**src/rtl/neck_power_sequencer.sv**
```systemverilog
// Welder IGBT power sequencer: cuts power on a neck event, restores it on arc
// detection or timeout, then blanks further requests for a fixed window.
module neck_power_sequencer #(
   parameter int                 OFF_MIN = 200,
   parameter int                 OFF_MAX = 20000,
   parameter int                 BLANK   = 5000,
   parameter logic signed [12:0] ARC_TH  = 13'sd1500,
   parameter int                 CNT_W   = 16
) (
   input  logic               clk,
   input  logic               rst_n,
   input  logic               ctrl_switch,
   input  logic               neck_req,
   input  logic               adc_valid,
   input  logic signed [12:0] adc_data,
   output logic               power_switch,
   output logic [1:0]         state,
   output logic [15:0]        cut_count,
   output logic               timeout_flag
);

   typedef enum logic [1:0] {
      ST_IDLE   = 2'd0,
      ST_CUT    = 2'd1,
      ST_BLANK  = 2'd2,
      ST_BYPASS = 2'd3
   } seq_state_t;

   localparam logic [CNT_W-1:0] OFF_MIN_M1 = CNT_W'(OFF_MIN - 1);
   localparam logic [CNT_W-1:0] OFF_MAX_M1 = CNT_W'(OFF_MAX - 1);
   localparam logic [CNT_W-1:0] BLANK_M1   = CNT_W'(BLANK - 1);
   localparam logic [CNT_W-1:0] CNT_ZERO   = {CNT_W{1'b0}};
   localparam logic [CNT_W-1:0] CNT_ONE    = {{(CNT_W-1){1'b0}}, 1'b1};

   seq_state_t       state_r;
   logic [CNT_W-1:0] cnt_r;
   logic             arc_latch_r;
   logic             power_r;
   logic [15:0]      cut_count_r;
   logic             timeout_r;

   logic             arc_now_s;
   logic             min_done_s;
   logic             at_max_s;
   logic             blank_done_s;

   // Bridge rupture is a signed threshold compare on a qualified sample.
   assign arc_now_s    = adc_valid && (adc_data >= ARC_TH);
   assign min_done_s   = (cnt_r >= OFF_MIN_M1);
   assign at_max_s     = (cnt_r == OFF_MAX_M1);
   assign blank_done_s = (cnt_r == BLANK_M1);

   // Sequencer FSM with registered gate command, counter and status.
   always_ff @(posedge clk or negedge rst_n) begin
      if (!rst_n) begin
         state_r     <= ST_BLANK;
         cnt_r       <= CNT_ZERO;
         arc_latch_r <= 1'b0;
         power_r     <= 1'b0;
         cut_count_r <= 16'd0;
         timeout_r   <= 1'b0;
      end else if (!ctrl_switch) begin
         // Bypass overrides everything, including an in-progress cut.
         state_r <= ST_BYPASS;
         cnt_r   <= CNT_ZERO;
         power_r <= 1'b1;
      end else begin
         case (state_r)
            ST_BYPASS: begin
               state_r <= ST_BLANK;
               cnt_r   <= CNT_ZERO;
               power_r <= 1'b1;
            end
            ST_IDLE: begin
               if (neck_req) begin
                  state_r     <= ST_CUT;
                  cnt_r       <= CNT_ZERO;
                  arc_latch_r <= 1'b0;
                  power_r     <= 1'b0;
                  if (cut_count_r != 16'hFFFF) begin
                     cut_count_r <= cut_count_r + 16'd1;
                  end
               end else begin
                  power_r <= 1'b1;
               end
            end
            ST_CUT: begin
               // An arc exit wins over a simultaneous timeout.
               if (min_done_s && (arc_latch_r || arc_now_s)) begin
                  state_r <= ST_BLANK;
                  cnt_r   <= CNT_ZERO;
                  power_r <= 1'b1;
               end else if (at_max_s) begin
                  state_r   <= ST_BLANK;
                  cnt_r     <= CNT_ZERO;
                  power_r   <= 1'b1;
                  timeout_r <= 1'b1;
               end else begin
                  cnt_r       <= cnt_r + CNT_ONE;
                  arc_latch_r <= arc_latch_r | arc_now_s;
                  power_r     <= 1'b0;
               end
            end
            ST_BLANK: begin
               power_r <= 1'b1;
               if (blank_done_s) begin
                  state_r <= ST_IDLE;
                  cnt_r   <= CNT_ZERO;
               end else begin
                  cnt_r <= cnt_r + CNT_ONE;
               end
            end
            default: begin
               state_r <= ST_BLANK;
               cnt_r   <= CNT_ZERO;
               power_r <= 1'b1;
            end
         endcase
      end
   end

   assign power_switch = power_r;
   assign state        = state_r;
   assign cut_count    = cut_count_r;
   assign timeout_flag = timeout_r;

endmodule

```
**config.mk**
```make
export PLATFORM = sky130hd
export DESIGN_NAME = neck_power_sequencer
export DESIGN_NICKNAME = d
export VERILOG_FILES = /design/src/rtl/neck_power_sequencer.sv
export SDC_FILE = /design/constraint.sdc
export NUM_CORES = 1
export LEC_CHECK = 0
export BUFFER_PORTS_ARGS = -buffer_cell sky130_fd_sc_hd__buf_2
export CAP_MARGIN = 0
export CORE_MARGIN = 1
export CORE_UTILIZATION = 45
export DETAILED_ROUTE_END_ITERATION = 6
export PLACE_DENSITY = 0.67
export SETUP_SLACK_MARGIN = 0.5
export SLEW_MARGIN = 10
export SYNTH_ARGS = -nofsm -noshare
export SYNTH_HDL_FRONTEND = slang
export SYNTH_SLANG_ARGS = --single-unit
```
**constraint.sdc**
```tcl
create_clock -name clk -period 3.65 [get_ports clk]
set_input_delay 0.73 -clock clk [delete_from_list [all_inputs] [get_ports clk]]
set_output_delay 0.73 -clock clk [all_outputs]
set_load 0.1 [all_outputs]
```
Word-level counts from Yosys, hierarchy flattened:

Index checks and enable logic that the tools add are counted.

* register bits: 37
* output and inout port bits: 20
* logic and storage cells: 55
* input port bits: 18

* $add $sub $neg: 2
* magnitude comparators: 2
* eq/ne operators: 12
* reductions and logical operators: 10
* mux-type cells: 21
* bitwise gates (word level): 2

Operators with widths (count)
* 16-bit two-way mux: 5
* 16-bit one-hot mux with 4 select lines: 1
* 16-bit by 1-bit adder with 16-bit output, second input constant: 2
* 16-bit by 13-bit == test with 1-bit output, second input constant: 1
* 16-bit by 15-bit == test with 1-bit output, second input constant: 1
* 16-bit by 8-bit >= comparator with 1-bit output, second input constant: 1
* 16-bit inequality test, second input constant: 1
* 13-bit by 12-bit >= comparator with 1-bit output, second input constant: 1
* 2-bit two-way mux: 5
* 2-bit one-hot mux with 4 select lines: 1
* 4-bit AND reduction: 2
* 1-bit two-way mux: 7
* 2-bit inequality test, second input constant: 3
* 3-bit inequality test, second input constant: 2
* 5-bit AND reduction: 1
* 2-bit == test, second input constant: 2
* 4-bit inequality test, second input constant: 1
* 1-bit one-hot mux with 3 select lines: 1
* 3-bit AND reduction: 1
* 2-bit by 1-bit == test with 1-bit output, second input constant: 1
* 1-bit logical AND: 2
* 2-bit logical NOT: 1
* 1-bit one-hot mux with 2 select lines: 1
* 2-bit nonzero test: 1
* other kinds (4): 4

Depth between registers and ports, before layout:

* word-level depth: 7
* depth in mapped cells: 9
* gate-level depth less buffers: 8

Worst setup path after synthesis:

OpenSTA, ideal clock, no wires.

* path type: reg2reg
* from: register state_r[0], in the netlist state[0]
* to: register cnt_r[10]
* stages on the path, launching flop included: 9
* period minus slack after synthesis: 2.685 ns
* required time: 3.571 ns
* path slack: 0.965 ns
* arrival: 2.606 ns
* path through: dfrtp_1 -> inv_1 -> ha_1 -> nor2b_1 -> or2_2 -> o22ai_4 -> buf_4 -> nand4_1 -> mux2i_1

* longest elaborated chain between the ends: 3
* elaborated cells between the ends (all ways): 7
* those cells by class: 4 x eq/ne; 2 x mux; 1 x reduce/logical

RTL lines
* from (decl): RTL line 35 `seq_state_t state_r;`
* from (signal assigned): RTL line 56 `state_r <= ST_BLANK;`
* from (signal assigned): RTL line 64 `state_r <= ST_BYPASS;`
* from (signal assigned): RTL line 70 `state_r <= ST_BLANK;`
* 2-bit == test, or another cell as far along: RTL line 68 `case (state_r)`
* 16-bit one-hot mux with 4 select lines: RTL line 68
* 16-bit two-way mux: RTL line 62 `end else if (!ctrl_switch) begin`
* to (signal assigned): RTL line 99 `cnt_r <= cnt_r + CNT_ONE;`
* to (signal assigned): RTL line 110 `cnt_r <= cnt_r + CNT_ONE;`
* to (decl): RTL line 36 `logic [CNT_W-1:0] cnt_r;`

Parallel ways exist; a longest one is shown, timed or not.
A chain may end at the register's enable or synchronous reset.

Worst setup path in the final report:

* from: register cnt_r[0]
* to: register cnt_r[8]

* longest elaborated chain between the ends: 5
* elaborated cells between the ends (all ways): 10
* those cells by class: 1 x add/sub; 1 x order compare; 2 x eq/ne; 5 x mux; 1 x reduce/logical

RTL lines
* 16-bit by 1-bit adder with 16-bit output, or another cell as far along: RTL line 99, 110
* 16-bit two-way mux or 1-bit logical AND (tied branches): RTL line 93, 89
* 16-bit two-way mux: RTL line 89 `if (min_done_s && (arc_latch_r || arc_now_s)) begin`
* 16-bit one-hot mux with 4 select lines (*): RTL line 68
* 16-bit two-way mux (*): RTL line 62

Every way passes the cells marked *; elsewhere a longest branch is shown, timed or not.

==> results.sh <==
export IMPL_hold_viol=0
export IMPL_cts_made_buffers=5
export IMPL_hold_start="timeout_flag"
export IMPL_setup_tns_ns=0
export IMPL_cap_violations=0
export IMPL_hold_path_class="flip-flop to flip-flop"
export IMPL_drc=6
export IMPL_fp_row_count=24
export IMPL_grt_pass1_wl_um=7576
export IMPL_drt_iter0_markers=126
export IMPL_fill_cells=430
export IMPL_yosys_area_top_type="dfrtp_1"
export IMPL_whs_path_depth=1
export IMPL_syn_avg_cell_area_um2=9.545
export IMPL_cts_htree_levels=2
export IMPL_grtUsageMet1_pct=27.00
export IMPL_cp_start_kind="flip-flop"
export IMPL_drive_gt1_share_pct=20.62
export IMPL_use_met3_pct=3.896
export IMPL_rr_worst_depth=7
export IMPL_crit_fanout=19
export IMPL_port_buffers=35
export IMPL_core_area_um2=4444
export IMPL_async_reset_ff_share_pct=100.0
export IMPL_pwr_share_comb_pct=37.7
export IMPL_hold_worst_slack_ns=0.4870
export IMPL_rsz0062_at_grt="false"
export IMPL_rrSetupSlack_ns=1.10
export IMPL_period_share_pct=69.93
export IMPL_worst_slew_pin_slew_ns=0.8728
export IMPL_grt_ovfl_total=0
export IMPL_viasPerCell=5.825
export IMPL_slew_violations=0
export IMPL_clkLatencyLatePin_ns=0.29
export IMPL_ios=38
export IMPL_antenna_found_initial=0
export IMPL_grt_start_max_net_pins=38
export IMPL_p_leak_nw=1.111
export IMPL_dpl_hpwl_um=3321
export IMPL_yosysMostFrequentCell="dfrtp_1"
export IMPL_end_kind="flip-flop"
export IMPL_fmax_mhz=391.8
export IMPL_firstDrtPassIters=6
export IMPL_wire_per_inst_um=14.86
export IMPL_postCtsSetupBuffers=0
export IMPL_grt_usage_pct=19.38
export IMPL_nNetsFinal=280
export IMPL_routabilityCongestion=0.8127
export IMPL_start_util_pct=47.47
export IMPL_ys_ff_latch=37
export IMPL_grt_util_met2_pct=30.85
export IMPL_switching_share_pct=41.71
export IMPL_post_cts_resized=0
export IMPL_cts_root_buf="clkbuf_8"
export IMPL_synth_yosys_seq_area_share_pct=43.95
export IMPL_worstHoldEndpoint="timeout_flag"
export IMPL_netSwitchingPower_uw=557.3
export IMPL_synth_edf_count=0
export IMPL_cts_sinks=37
export IMPL_ys_flop_type="dfrtp_1"
export IMPL_setup_violations=0
export IMPL_ys_types=53
export IMPL_violations="design-rule violations"
export IMPL_ir_drop_v=0.0002666
export IMPL_power_internal_uw=778.9
export IMPL_required_ns=3.85
export IMPL_yosysWarnings=0
export IMPL_clk_pin_slew_ns=0.08
export IMPL_p_seq_share_pct=35.9
export IMPL_fp_dieArea_um2=4965
export IMPL_synthCells=221
export IMPL_cts_hold_fix_buffers=0
export IMPL_area_growth_pct=15.12
export IMPL_r2r_end="cnt_r[8]"
export IMPL_synth_area_um2=2110
export IMPL_worstReg2RegStart="cnt_r[0]"
export IMPL_skew_ns=0.006439
export IMPL_grt_pass1_vias=1648
export IMPL_cts_tree="done"
export IMPL_antennaDiodeCount=0
export IMPL_synth_area_leaders="dfrtp_1 43%, nand3_1 4.7%, nand2_1 4.3%"
export IMPL_layout_min_cycle_time_ns=2.552
export IMPL_yosysTopAreaCellShare_pct=42.70
export IMPL_run_status="complete, but fails checks"
export IMPL_arrival_ns=2.75
export IMPL_grt_busiest_layer="met2"
export IMPL_path_class="flip-flop to flip-flop"
export IMPL_cts_buffer_depth=2
export IMPL_clock_power_share_pct=26.5
export IMPL_synth_nets=245
export IMPL_p_per_area_nw_per_um2=550.2
export IMPL_drt_wl_total_um=4592
export IMPL_slew_headroom_pct=41.27
export IMPL_ant_nets=0
export IMPL_synthTopCellsByCount="36 x dfrtp_1, 24 x nand2_1, 20 x nand3_1, 14 x nor2_1, 10 x xnor2_1"
export IMPL_die_width_um=70.47
export IMPL_die_h_um=70.47
export IMPL_dr_total_vias=1800
through the flow:
stage	util, %	instance area (um2)	cells	power [mW]	worst slack (ns)
detailed placement	52.06	2313	301	0.9895	1.189
floorplan	-	2110	221	0.8932	0.9649
finish	54.65	2429	309	1.336	1.098
global route	54.65	2429	309	1.408	0.8838
CTS	54.65	2429	309	1.348	1.138
global placement	52.06	2313	301	0.9862	1.181
layout make-up:
| type | instances | area (um2) | area share, % |
|---|---|---|---|
| clock buffers | 5 | 68.82 | 2.834 |
| clock inverters | 3 | 46.29 | 1.906 |
| inverters | 4 | 15.01 | 0.6182 |
| multi-input cells | 173 | 1131 | 46.57 |
| flip-flops and latches | 37 | 927.1 | 38.18 |
| well taps | 52 | 65.06 | 2.679 |
| repair buffers | 35 | 175.2 | 7.213 |
worst max-delay path, stage by stage, from the launching register on:
cell and delay (ns):
dfrtp_1 0.41, ha_1 0.27, a2111oi_1 0.54, o2111ai_1 0.24
o31a_1 0.21, o22ai_4 0.41, o21ai_0 0.19, a31oi_1 0.20
kinds of logic after synthesis:
group / Yosys count / synth area share, %
flip-flops: 37 / 43.95
XOR/XNOR: 13 / 5.397
buffers and inverters: 11 / 2.431
multiplexers: 4 / 1.957
AND/OR/NAND/NOR: 105 / 26.81
adder cells (fa/ha/maj): 6 / 3.559
AO/OA/AOI/OAI: 45 / 15.90
state kept, by name (all words and copies together) (netlist names):
signal and cells:
state 2, power_switch 1, cnt_r 16, arc_latch_r 1, cut_count 16, timeout_flag 1
power groups by stage:
stage                     Clock (mW)  Combinational (mW)  Sequential, mW
after detailed placement           0               0.503           0.486
after CTS                      0.365               0.504           0.479
after global routing           0.379               0.544           0.485
after global placement             0               0.501           0.486
after floorplan                    0               0.233           0.661
final                          0.354               0.503           0.479
layer usage:
metal / vias up / wire (um)
met5: - / 0
met4: 0 / 31
met3: 2 / 180
met2: 51 / 2094
met1: 850 / 2285
li1: 897 / -
how the worst max path moves through the flow:
stage                        start   endpoint  slack [ns]  depth (start not counted)
final                     cnt_r[0]   cnt_r[8]        1.10                          7
after global routing      cnt_r[0]   cnt_r[8]        0.88                          7
after CTS                 cnt_r[0]   cnt_r[8]        1.14                          7
after detailed placement  cnt_r[0]   cnt_r[8]        1.19                          7
after global placement    cnt_r[0]   cnt_r[8]        1.18                          7
after floorplan           state[0]  cnt_r[10]        0.96                          8
layout by cell type (no fill, tap or decap), drive strengths merged, types with 8 or more instances in the layout:
| cell type | Yosys | layout |
|---|---|---|
| nand2 | 25 | 25 |
| buf | 4 | 35 |
| dfrtp | 36 | 36 |
| a21oi | 9 | 9 |
| xnor2 | 10 | 10 |
| nand4 | 8 | 8 |
| a31oi | 8 | 8 |
| o21ai | 8 | 8 |
| nor2 | 14 | 14 |
| nand3 | 20 | 20 |
Note: power is estimated with default switching activity, not from simulation.
